==> src/rtl/nn_load_scheduler.sv <==
`default_nettype none
// ============================================================================
// Module   : nn_load_scheduler
// Purpose  : Sequences one inference. UART bytes are assembled into 24-bit
//            pixel packets, checked, and written to the image RAM. A full
//            image hands the RAM to the CPU and releases it from reset. When
//            the CPU halts, its result is sent back as an ASCII digit.
// Ports    : clk, rst (async, active-low)
//            rx_valid/rx_byte            - UART receive strobe and byte
//            cpu_ram_addr/data/we        - CPU side of the RAM port
//            ram_addr/ram_data_in/ram_we - arbitrated RAM port
//            cpu_run                     - CPU held in reset while low
//            cpu_halt/nn_result          - CPU completion and answer
//            tx_start/tx_byte/tx_busy    - UART transmit handshake
//            count_packets/err_count     - accepted / rejected packet counts
//            receive_done/send_done      - image loaded / result sent
// Revision : 1.0 - initial release
// ============================================================================
module nn_load_scheduler #(
  parameter int          NUM_PIXELS = 784,
  parameter logic [13:0] IMG_BASE   = 14'h0000,
  parameter logic [15:0] TIMEOUT    = 16'd4000,
  parameter logic [2:0]  HEADER     = 3'b101
) (
  input  logic        clk,
  input  logic        rst,
  input  logic        rx_valid,
  input  logic [7:0]  rx_byte,
  input  logic [13:0] cpu_ram_addr,
  input  logic [23:0] cpu_ram_data,
  input  logic [3:0]  cpu_ram_we,
  output logic [13:0] ram_addr,
  output logic [23:0] ram_data_in,
  output logic [3:0]  ram_we,
  output logic        cpu_run,
  input  logic        cpu_halt,
  input  logic [3:0]  nn_result,
  output logic        tx_start,
  output logic [7:0]  tx_byte,
  input  logic        tx_busy,
  output logic [31:0] count_packets,
  output logic [15:0] err_count,
  output logic        receive_done,
  output logic        send_done
);

  localparam logic [31:0] C_NUM_PIXELS = 32'(NUM_PIXELS);

  typedef enum logic [1:0] {
    ST_LOAD    = 2'd0,
    ST_RUN     = 2'd1,
    ST_SEND    = 2'd2,
    ST_WAIT_TX = 2'd3
  } state_t;

  state_t      r_state;
  logic [1:0]  r_idx;
  logic [7:0]  r_b0;
  logic [7:0]  r_b1;
  logic [15:0] r_tmo;
  logic [13:0] r_ld_addr;
  logic [23:0] r_ld_data;
  logic [3:0]  r_ld_we;
  logic        r_cpu_run;
  logic        r_tx_start;
  logic [7:0]  r_tx_byte;
  logic [31:0] r_count;
  logic [15:0] r_err;
  logic        r_recv_done;
  logic        r_send_done;
  logic [3:0]  r_result;
  logic        r_busy_seen;

  // Packet decode: the third byte is used straight off the receive port so
  // the check and the write happen on the same edge that accepts it.
  logic [23:0] w_pkt;
  logic [9:0]  w_loc;
  logic [7:0]  w_data;
  logic [2:0]  w_foot;
  logic [2:0]  w_foot_exp;
  logic        w_pkt_ok;
  logic        w_timeout;
  logic [1:0]  w_eff_idx;
  logic        w_img_full;
  logic        w_cpu_owns;

  assign w_pkt      = {r_b0, r_b1, rx_byte};
  assign w_loc      = w_pkt[20:11];
  assign w_data     = w_pkt[10:3];
  assign w_foot     = w_pkt[2:0];
  assign w_foot_exp = {^w_data, ^w_loc, ^{w_data[7:4], w_loc[9:5]}};
  assign w_pkt_ok   = (w_foot == w_foot_exp) && ({22'd0, w_loc} < C_NUM_PIXELS);

  // r_tmo counts idle cycles since the last byte; a gap strictly longer than
  // TIMEOUT abandons the partial packet. A byte arriving in the expiry cycle
  // is re-interpreted as the first byte of a new packet.
  assign w_timeout  = (r_idx != 2'd0) && (r_tmo > TIMEOUT);
  assign w_eff_idx  = w_timeout ? 2'd0 : r_idx;
  assign w_img_full = (r_count == C_NUM_PIXELS);

  // Only RUN gives the CPU the RAM; SEND/WAIT_TX keep the loader (idle) side.
  assign w_cpu_owns  = (r_state == ST_RUN);
  assign ram_addr    = w_cpu_owns ? cpu_ram_addr : r_ld_addr;
  assign ram_data_in = w_cpu_owns ? cpu_ram_data : r_ld_data;
  assign ram_we      = w_cpu_owns ? cpu_ram_we   : r_ld_we;

  assign cpu_run       = r_cpu_run;
  assign tx_start      = r_tx_start;
  assign tx_byte       = r_tx_byte;
  assign count_packets = r_count;
  assign err_count     = r_err;
  assign receive_done  = r_recv_done;
  assign send_done     = r_send_done;

  always_ff @(posedge clk or negedge rst) begin
    if (!rst) begin
      r_state     <= ST_LOAD;
      r_idx       <= 2'd0;
      r_b0        <= 8'd0;
      r_b1        <= 8'd0;
      r_tmo       <= 16'd0;
      r_ld_addr   <= 14'd0;
      r_ld_data   <= 24'd0;
      r_ld_we     <= 4'd0;
      r_cpu_run   <= 1'b0;
      r_tx_start  <= 1'b0;
      r_tx_byte   <= 8'd0;
      r_count     <= 32'd0;
      r_err       <= 16'd0;
      r_recv_done <= 1'b0;
      r_send_done <= 1'b0;
      r_result    <= 4'd0;
      r_busy_seen <= 1'b0;
    end else begin
      r_ld_we     <= 4'd0;
      r_tx_start  <= 1'b0;
      r_send_done <= 1'b0;

      case (r_state)
        ST_LOAD: begin
          if (w_img_full) begin
            // Image complete: hand over before any further byte is consumed.
            r_recv_done <= 1'b1;
            r_cpu_run   <= 1'b1;
            r_idx       <= 2'd0;
            r_tmo       <= 16'd0;
            r_state     <= ST_RUN;
          end else if (rx_valid) begin
            r_tmo <= 16'd0;
            case (w_eff_idx)
              2'd0: begin
                if (rx_byte[7:5] == HEADER) begin
                  r_b0  <= rx_byte;
                  r_idx <= 2'd1;
                end else begin
                  r_idx <= 2'd0;
                end
              end
              2'd1: begin
                r_b1  <= rx_byte;
                r_idx <= 2'd2;
              end
              default: begin
                r_idx <= 2'd0;
                if (w_pkt_ok) begin
                  r_ld_addr <= IMG_BASE + {4'd0, w_loc};
                  r_ld_data <= {16'h0000, w_data};
                  r_ld_we   <= 4'b1111;
                  r_count   <= r_count + 32'd1;
                end else if (r_err != 16'hFFFF) begin
                  r_err <= r_err + 16'd1;
                end
              end
            endcase
          end else if (r_idx != 2'd0) begin
            if (w_timeout) begin
              r_idx <= 2'd0;
              r_tmo <= 16'd0;
            end else if (r_tmo != 16'hFFFF) begin
              r_tmo <= r_tmo + 16'd1;
            end
          end
        end

        ST_RUN: begin
          if (cpu_halt) begin
            r_result <= nn_result;
            r_state  <= ST_SEND;
          end
        end

        ST_SEND: begin
          if (!tx_busy) begin
            r_tx_start  <= 1'b1;
            r_tx_byte   <= 8'h30 + {4'h0, r_result};
            r_busy_seen <= 1'b0;
            r_state     <= ST_WAIT_TX;
          end
        end

        default: begin
          // Wait for the transmitter to pick up the byte and then go idle.
          if (tx_busy) begin
            r_busy_seen <= 1'b1;
          end else if (r_busy_seen) begin
            r_busy_seen <= 1'b0;
            r_send_done <= 1'b1;
            r_count     <= 32'd0;
            r_recv_done <= 1'b0;
            r_cpu_run   <= 1'b0;
            r_state     <= ST_LOAD;
          end
        end
      endcase
    end
  end

endmodule
`default_nettype wire
==> config.mk <==
export PLATFORM = sky130hd
export DESIGN_NAME = nn_load_scheduler
export DESIGN_NICKNAME = d
export VERILOG_FILES = /design/src/rtl/nn_load_scheduler.sv
export SDC_FILE = /design/constraint.sdc
export NUM_CORES = 1
export LEC_CHECK = 0
export CAP_MARGIN = 10
export CORE_ASPECT_RATIO = 1.25
export CORE_MARGIN = 1.5
export CORE_UTILIZATION = 45
export DETAILED_ROUTE_END_ITERATION = 8
export GPL_ROUTABILITY_DRIVEN = 0
export GPL_TIMING_DRIVEN = 0
export PLACE_DENSITY = 0.88
export SLEW_MARGIN = 20
export SYNTH_ARGS = -nofsm -noshare
export SYNTH_HDL_FRONTEND = slang
export SYNTH_SLANG_ARGS = --single-unit
==> constraint.sdc <==
create_clock -name clk -period 2.75 [get_ports clk]
set_input_delay 0.6875 -clock clk [delete_from_list [all_inputs] [get_ports clk]]
set_output_delay 0.6875 -clock clk [all_outputs]
set_load 0.02 [all_outputs]
# == After elaboration in Yosys (flattened, before gate mapping) ==
# Cells that the tools add are included.
# word_totals
wordCells,117
out_inout_bits,102
register_bits,119
# op_classes
bitwise,6
reduce_logical,28
n_eq_ne,17
add_sub_neg,4
n_mux,44
n_lt_le_gt_ge,2
# ops
cell,n
$mux 32,6
$mux 16,5
$pmux 32 s2,1
$add 16x1->16 const B,2
$add 32x1->32 const B,1
$eq 32x10->1 const B,1
$ne 16x16->1 const B,2
$mux 24,1
$mux 4,6
$mux 2,9
$gt 16x12->1 const B,1
$reduce_and 5->1,3
$mux 14,1
$ne 2x2->1 const B,7
$mux 1,11
$lt 10x10->1 const B,1
$reduce_xor 10->1,1
$reduce_xor 9->1,1
$reduce_and 2->1,4
$reduce_and 4->1,2
$reduce_bool 4->1,2
$reduce_xor 8->1,1
$add 6x4->7 const A,1
$reduce_and 7->1,1
other kinds (18),30

# == Logic depth before layout (Yosys ltp) ==
# Gate-level depths: netlist of the first run.
# depth
depth_word,9
ltp_mapped,11
depth_no_buf,9

# == Least setup slack after synthesis of the first run ==
# OpenSTA, ideal clock, no wires.
# synth_timing
path_type,input -> register
from,input rx_byte[6]
to,"register r_count[30], in the netlist count_packets[30]"
n_path_buf,1
path_stages,10
arrival_ns,3.051
path_slack_ns,-0.367
required_ns,2.684
cell_sequence,inv_1 > ha_1 > xnor2_1 > xnor2_1 > or3_1 > a221o_1 > or3_1 > buf_2 > or4_1 > nand2_1
# synth_via
elab_chain_cells,5
# synth_rtl
item,line_no,source
start: declaration,28,"input logic [7:0] rx_byte,"
$reduce_xor 8->1,91,"assign w_foot_exp = {^w_data, ^w_loc, ^{w_data[7:4], w_loc[9:5]}};"
$eq 3x3->1,92,"assign w_pkt_ok = (w_foot == w_foot_exp) && ({22'd0, w_loc} < C_NUM_PIXELS);"
$logic_and 1x1->1,92,
$ne 2x2->1 (no line),n/a,
$reduce_and 7->1 (no line),n/a,
end signal: assignment,169,r_count <= r_count + 32'd1;
end: declaration,67,logic [31:0] r_count;
# No other way between the ends.
# A chain may end at the register's enable or synchronous reset.

# == Final worst setup path of the first run ==
# layout_timing
from,input rx_byte[0]
to,"register r_count[26], in the netlist count_packets[26]"
# layout_via
elab_chain_cells,4
# layout_rtl
item,line_no
$eq 3x3->1,92
$logic_and 1x1->1,92
$ne 2x2->1 (no line),n/a
$reduce_and 7->1 (no line),n/a
# No other way between the ends.

==> out/qor.yml, run 1 <==
yosys:
  synth_ff_type: "dfrtp_1"
  synth.avg_cell_area_um2: 9.777
  synth_top_area_frac: 0.4512
  synthArstFlopShare: 1.000
  synth_top_cell_by_area: "dfrtp_1"
  synth_area_um2: 6267
  synth.ff_latch_count: 113
  synthCells: 641
  synth-edff-count: 0
  yosys_warnings: 0
  ys_top_cells_by_area: "dfrtp_1 (45%), mux2_2 (9.2%), xnor2_1 (4.9%)"
  ys_types: 60
  seq_area_frac_synth: 0.4512
sta:
  fmaxAchievable_mhz: 338.4
  fin_worst_skew_ns: 0.009459
  setup_viol: 44
  min_period_ns: 2.955
  rsz0062_at_grt: "true"
  fin_crit_sh: 1.075
  hold_slack_ns: 0.1892
  drv_slew: 0
  tightest_slew_ns: 0.7839
  worst_slack_ns: -0.2050
  hold_viol: 0
  slew_headroom: 0.4726
  fin_tns_setup_ns: -4.911
final_layout:
  nets: 913
  finalNonFillerCells: 1027
  final_design_area_no_fill_um2: 9399
  final_cell_mix: "dfrtp_1 (110), clkdlybuf4s50_1 (107), nand2_1 (62)"
  layout_commonest_cell: "dfrtp_1"
  drive_gt1_frac: 0.2441
  postLayoutCoreUtil: 0.6864
  antenna_cells: 0
  areaGrowthSynthToFinish_pct: 49.97
power_and_ir_drop:
  p_total_mw: 8.650
  leakage_nw: 4.253
  max-vdd-ir-drop_uv: 463.0
  powerDensity_nw_per_um2: 920.3
job:
  drv_cap: 0
grt:
  antenna_found_initial: 0
  grt_max_degree: 72
  grt_usage: 0.2475
  first_global_vias: 5658
  grt_overflow_total: 0
  grt_pass1_wl_mm: 28.31
clock_network:
  cts_max_path_buffers: 2
  htreeDepth: 4
  clock_latency_ns: 0.42
  tritoncts: "yes"
  numCtsBuffers: 17
  cts.sinks: 113
  cts_root_buf: "clkbuf_16"
  clk_pin_slew_worst_paths_ns: 0.05
routing:
  wirelength_mm: 18.89
  viasPerCell: 5.771
  drc_errors: 0
  post_drt_wl_per_cell_um: 18.40
  dr.pass1.iters: 5
  vias: 5927
  drt_iter0_drc: 414
  final_antenna_net_count: 0
critical_path:
  cpLargestDelayFamily: "simple AND/OR/NAND/NOR gates"
  worstSetupPathType: "input pin to flip-flop"
  worst_path_most_repeated_cell: "or3_1"
  cp_slowest_cell: "a221o_1"
  arrival_ns: 3.30
  startpoint_type: "input pin"
  worstPathRequired_ns: 3.10
  crit_chain: "buf_4 > xnor2_2 > xnor3_1 > or3_1 > a221o_1 > or3_1 > buf_6 > or4_1 > nand2_1"
  end_kind: "flip-flop"
  crit_buf_inv: 2
  cp_max_fo: 10
  slowest_delay_ns: 0.45
die:
  start_util: 0.4577
  dieHeight_um: 134.9
  rows: 48
  num_io_pins: 161
  die_area_um2: 14650
  die_w_um: 108.6
  coreArea_um2: 13690
place:
  portBuffers: 157
  dpl.hpwl_mm: 12.31
  place_area_um2: 8295
  dp_cells: 975
  place_worst_setup_slack_ns: -1.124
status:
  violations: "negative setup slack"
  status: "finished with violations"
worst_hold_path:
  hold_path.class: "input pin to async pin"
sequential cells by signal, indices dropped and copies added, names as in the netlist, 2 cells and up:
signal / cells
r_b0: 5
err_count: 16
r_result: 4
r_ld_addr: 10
r_idx: 2
r_ld_data: 8
r_b1: 8
tx_byte: 5
r_state: 2
r_tmo: 16
count_packets: 32
layout make-up:
class	count	area (µm²)
fillers	913	4294
multi-input cells	470	3672
flip-flops and latches	113	2831
repair buffers	183	1755
clock buffers	21	460.4
plain buffers	34	257.7
well taps	175	219.0
clock inverters	10	111.4
inverters	21	91.34
cell families (layout without fill, tap and decap cells):
family | count (synthesis) | in the layout | share of synthesized area
buf+inv | 59 | 269 | 0.03873
mux | 56 | 56 | 0.09982
compound gates | 81 | 81 | 0.08505
xor+xnor | 45 | 45 | 0.06628
simple gates | 272 | 272 | 0.2304
fa+ha+maj | 14 | 14 | 0.02795
other cells | 1 | 2 | 0.0005983
flops | 113 | 113 | 0.4512
power breakdown:
part	switching, mW	leakage [nW]	internal [mW]
sequential	0.290	1.51	1.98
combinational	2.34	2.47	1.90
clock	0.776	0.275	1.37
total	3.40	4.25	5.25
final timing paths:
path / from / cells past startpoint / slack [ns] / endpoint
setup / recovery: rx_byte[0] / 9 / -0.20 / count_packets[26]$_DFFE_PN0P_
setup reg to reg: count_packets[0]$_DFFE_PN0P_ / 9 / -0.20 / count_packets[19]$_DFFE_PN0P_
max in group asynchronous: rst / 2 / 1.87 / count_packets[22]$_DFFE_PN0P_
hold reg to reg: err_count[9]$_DFFE_PN0P_ / 1 / 0.49 / err_count[9]$_DFFE_PN0P_
min in group clk: err_count[9]$_DFFE_PN0P_ / 1 / 0.49 / err_count[9]$_DFFE_PN0P_
hold / removal: rst / 1 / 0.19 / r_ld_data[2]$_DFFE_PN0P_
per-layer routing:
| metal | vias up | part of all wire | GRT usage |
|---|---|---|---|
| li1 | 2681 | - | - |
| met1 | 2920 | 0.38 | 0.2896 |
| met2 | 268 | 0.53 | 0.4382 |
| met3 | 58 | 0.067 | 0.05454 |
| met4 | 0 | 0.028 | 0.09357 |
| met5 | - | 0 | 0 |
cells in the mapped netlist (2+ instances only):
master     instances
o2111ai_1          2
nor4_1            16
o211ai_1           6
nand2_1           66
nor4bb_1           2
a21oi_1           12
or2_2              5
nor4b_1            3
nand2b_1          10
nand3_1           29
nor2_1            35
buf_4              4
and3_1            17
dfrtp_1          113
nand4_1           13
nor3_1            22
nor2b_1            3
o311ai_0           2
clkbuf_1          27
a31oi_1            4
o31ai_1            5
buf_1              2
o21ai_0           30
xnor2_1           35
buf_2              5
mux2_2            51
or3_1             14
o32a_1             2
mux2i_1            4
and2_1            23
a221o_1            2
or4_1              4
and4_1             4
inv_1             21
xor2_1             8
ha_1              14
a21o_1             3
timing repair:
action / 4_1_cts / 5_1_grt
pin swaps: 12 / 27
setup endpoints to repair: 134 / 94
gates resized for setup: 104 / 57
hold buffers: 0 / 0
gates cloned: 2 / 1
buffers inserted: 7 / 16
Note: power is estimated with default switching activity, not from simulation.
==> run 2, diff against run 1 <==
--- a/config.mk
+++ b/config.mk
@@ -8,11 +8,12 @@
 export CAP_MARGIN = 10
 export CORE_ASPECT_RATIO = 1.25
 export CORE_MARGIN = 1.5
-export CORE_UTILIZATION = 45
+export CORE_UTILIZATION = 55
 export DETAILED_ROUTE_END_ITERATION = 8
+export DONT_BUFFER_PORTS = 1
 export GPL_ROUTABILITY_DRIVEN = 0
 export GPL_TIMING_DRIVEN = 0
-export PLACE_DENSITY = 0.88
+export PLACE_DENSITY = 0.84
 export SLEW_MARGIN = 20
 export SYNTH_ARGS = -nofsm -noshare
 export SYNTH_HDL_FRONTEND = slang
==> run 2 against run 1 <==
Net effect: the run ends with negative hold slack, negative setup slack left; clock power down 2%; power down 4.5%; clock-buffer cell count up 4; combinational power down 9.7%; clock skew up 0.0047 ns; register-to-register slack worse by 0.09 ns; first-iteration DRC count up 32%; worst setup slack worse by 0.088 ns; sequential share of layout area up 5.6 points; largest cell class unchanged.
==> out/qor.yml, run 2 (synthesis results as in run 1) <==
status:
  status: "finished with violations"  # unchanged
  violations: "negative hold slack, negative setup slack"  # was negative setup slack
routing:
  vias: 5646  # was 5927
  viasPerCell: 6.802  # was 5.771
  drc_errors: 0  # unchanged
  post_drt_wl_per_cell_um: 23.00  # was 18.40 µm
  wirelength_mm: 19.09  # was 18.89 mm
  dr.pass1.iters: 8  # was 5
  drt_iter0_drc: 546  # was 414
  final_antenna_net_count: 0  # unchanged
sta:
  fin_worst_skew_ns: 0.01415  # was 0.009459 ns
  hold_slack_ns: -0.03390  # was 0.1892 ns
  min_period_ns: 3.043  # was 2.955 ns
  worst_slack_ns: -0.2925  # was -0.2050 ns
  slew_headroom: 0.4966  # was 0.4726
  fmaxAchievable_mhz: 328.7  # was 338.4 MHz
  rsz0062_at_grt: "true"  # unchanged
  setup_viol: 54  # was 44
  tightest_slew_ns: 0.7551  # was 0.7839 ns
  fin_tns_setup_ns: -9.103  # was -4.911 ns
  fin_crit_sh: 1.106  # was 1.075
  hold_viol: 113  # was 0
  drv_slew: 0  # unchanged
grt:
  grt_max_degree: 114  # was 72
  grt_usage: 0.2851  # was 0.2475
  antenna_found_initial: 0  # unchanged
  first_global_vias: 5376  # was 5658
  grt_overflow_total: 0  # unchanged
  grt_pass1_wl_mm: 27.08  # was 28.31 mm
critical_path:
  worstPathRequired_ns: 3.09  # was 3.10 ns
  worstSetupPathType: "flip-flop to flip-flop"  # was input pin to flip-flop
  startpoint_type: "flip-flop"  # was input pin
  arrival_ns: 3.38  # was 3.30 ns
  cp_max_fo: 8  # was 10
  end_kind: "flip-flop"  # unchanged
final_layout:
  antenna_cells: 0  # unchanged
  register_area_um2: 2829  # was 2831 µm²
  fillCellCount: 680  # was 913
  final_design_area_no_fill_um2: 7915  # was 9399 µm²
  areaGrowthSynthToFinish_pct: 26.29  # was 49.97%
  final_cell_mix: "dfrtp_1 (112), nand2_1 (61), mux2_2 (50)"  # was dfrtp_1 (110), clkdlybuf4s50_1 (107), nand2_1 (62)
  layout_commonest_cell: "dfrtp_1"  # unchanged
  largest_register_ffs: 32  # unchanged
  nets: 757  # was 913
  multi_input_area_um2: 3734  # was 3672 µm²
  drive_gt1_frac: 0.2892  # was 0.2441
clock_network:
  cts_max_path_buffers: 2  # unchanged
  cts.sinks: 113  # unchanged
  htreeDepth: 4  # unchanged
  cts_root_buf: "clkbuf_16"  # unchanged
  tritoncts: "yes"  # unchanged
  clock_latency_ns: 0.42  # about the same
  clk_pin_slew_worst_paths_ns: 0.05  # about the same
  numCtsBuffers: 17  # unchanged
power_and_ir_drop:
  leakage_nw: 3.549  # was 4.253 nW
  max-vdd-ir-drop_uv: 586.9  # was 463.0 µV
  powerDensity_nw_per_um2: 1044  # was 920.3 nW/µm²
place:
  portBuffers: 0  # was 157
  place_area_um2: 6645  # was 8295 µm²
  place_worst_setup_slack_ns: -0.4039  # was -1.124 ns
  dpl.hpwl_mm: 10.96  # was 12.31 mm
die:
  num_io_pins: 161  # unchanged
  dieHeight_um: 122.3  # was 134.9 µm
  die_area_um2: 12050  # was 14650 µm²
  rows: 43  # was 48
  die_w_um: 98.48  # was 108.6 µm
  start_util: 0.5655  # was 0.4577
  coreArea_um2: 11080  # was 13690 µm²
worst_hold_path:
  hold_path.class: "input pin to async pin"  # unchanged
job:
  drv_cap: 0  # unchanged
[run 2: final cells by class]
cell class,instances,share of cell area
Timing Repair Buffer,28,0.03667
Buffer,33,0.03083
Clock buffer,25,0.06386
Sequential cell,113,0.3574
Clock inverter,5,0.006639
Tap cell,135,0.02134
Inverter,21,0.01154
Multi-Input combinational cell,470,0.4717
[run 2: final timing paths]
check                                             start                            end  slack, ns  depth (start not counted)
max                        count_packets[2]$_DFFE_PN0P_  count_packets[31]$_DFFE_PN0P_      -0.29                          8
min                                                 rst        r_result[2]$_DFFE_PN0P_      -0.03                          0
max reg2reg                count_packets[2]$_DFFE_PN0P_  count_packets[31]$_DFFE_PN0P_      -0.29                          8
min reg2reg                     r_result[1]$_DFFE_PN0P_         tx_byte[1]$_DFFE_PN0P_       0.50                          1
max in group asynchronous                           rst       r_ld_addr[3]$_DFFE_PN0P_       2.61                          0
min in group clk                             rx_byte[6]       r_ld_data[3]$_DFFE_PN0P_       0.40                          2
[run 2: layer usage]
layer  part of all wire  routed length [µm]  global-route usage  vias up
met1               0.34                6480              0.3216     2765
met3              0.088                1688             0.08144      118
met2               0.52                9940              0.4923      399
met4              0.051                 983              0.1461        0
li1                   -                   -                   -     2364
met5                  0                   0                   0        -
[run 2: metrics by stage]
step	cells	hold slack, ns	utilization	power, mW
CTS	816	-0.03512	0.6811	7.580
global route	830	-0.04391	0.7142	8.588
global placement	777	0.3949	0.5996	5.013
floorplan	642	0.3919	-	4.513
finish	830	-0.03390	0.7142	8.263
detailed placement	777	0.3943	0.5996	5.117
[run 2: power breakdown]
part / leakage [nW] / internal [mW] / switching [mW] / total [mW]
Clock: 0.275 / 1.34 / 0.746 / 2.09
Combinational: 1.76 / 1.55 / 2.28 / 3.83
Sequential: 1.51 / 1.97 / 0.366 / 2.34
[run 2: worst max-delay path: stages (launching register included)]
cell	delay, ns
dfrtp_1	0.48
buf_2	0.27
nand3_1	0.30
nor3_4	0.40
nand3_1	0.28
nor3_2	0.38
nand3_2	0.24
or4_1	0.46
a21oi_1	0.14
[run 2: what timing repair did]
item                                    in CTS  in global routing
endpoints found under the setup margin     122                 88
hold endpoints to repair                   113                113
gates resized for setup                     54                 48
gates cloned                                 2                  1
pin swaps                                   19                 25
buffers inserted                            10                 15
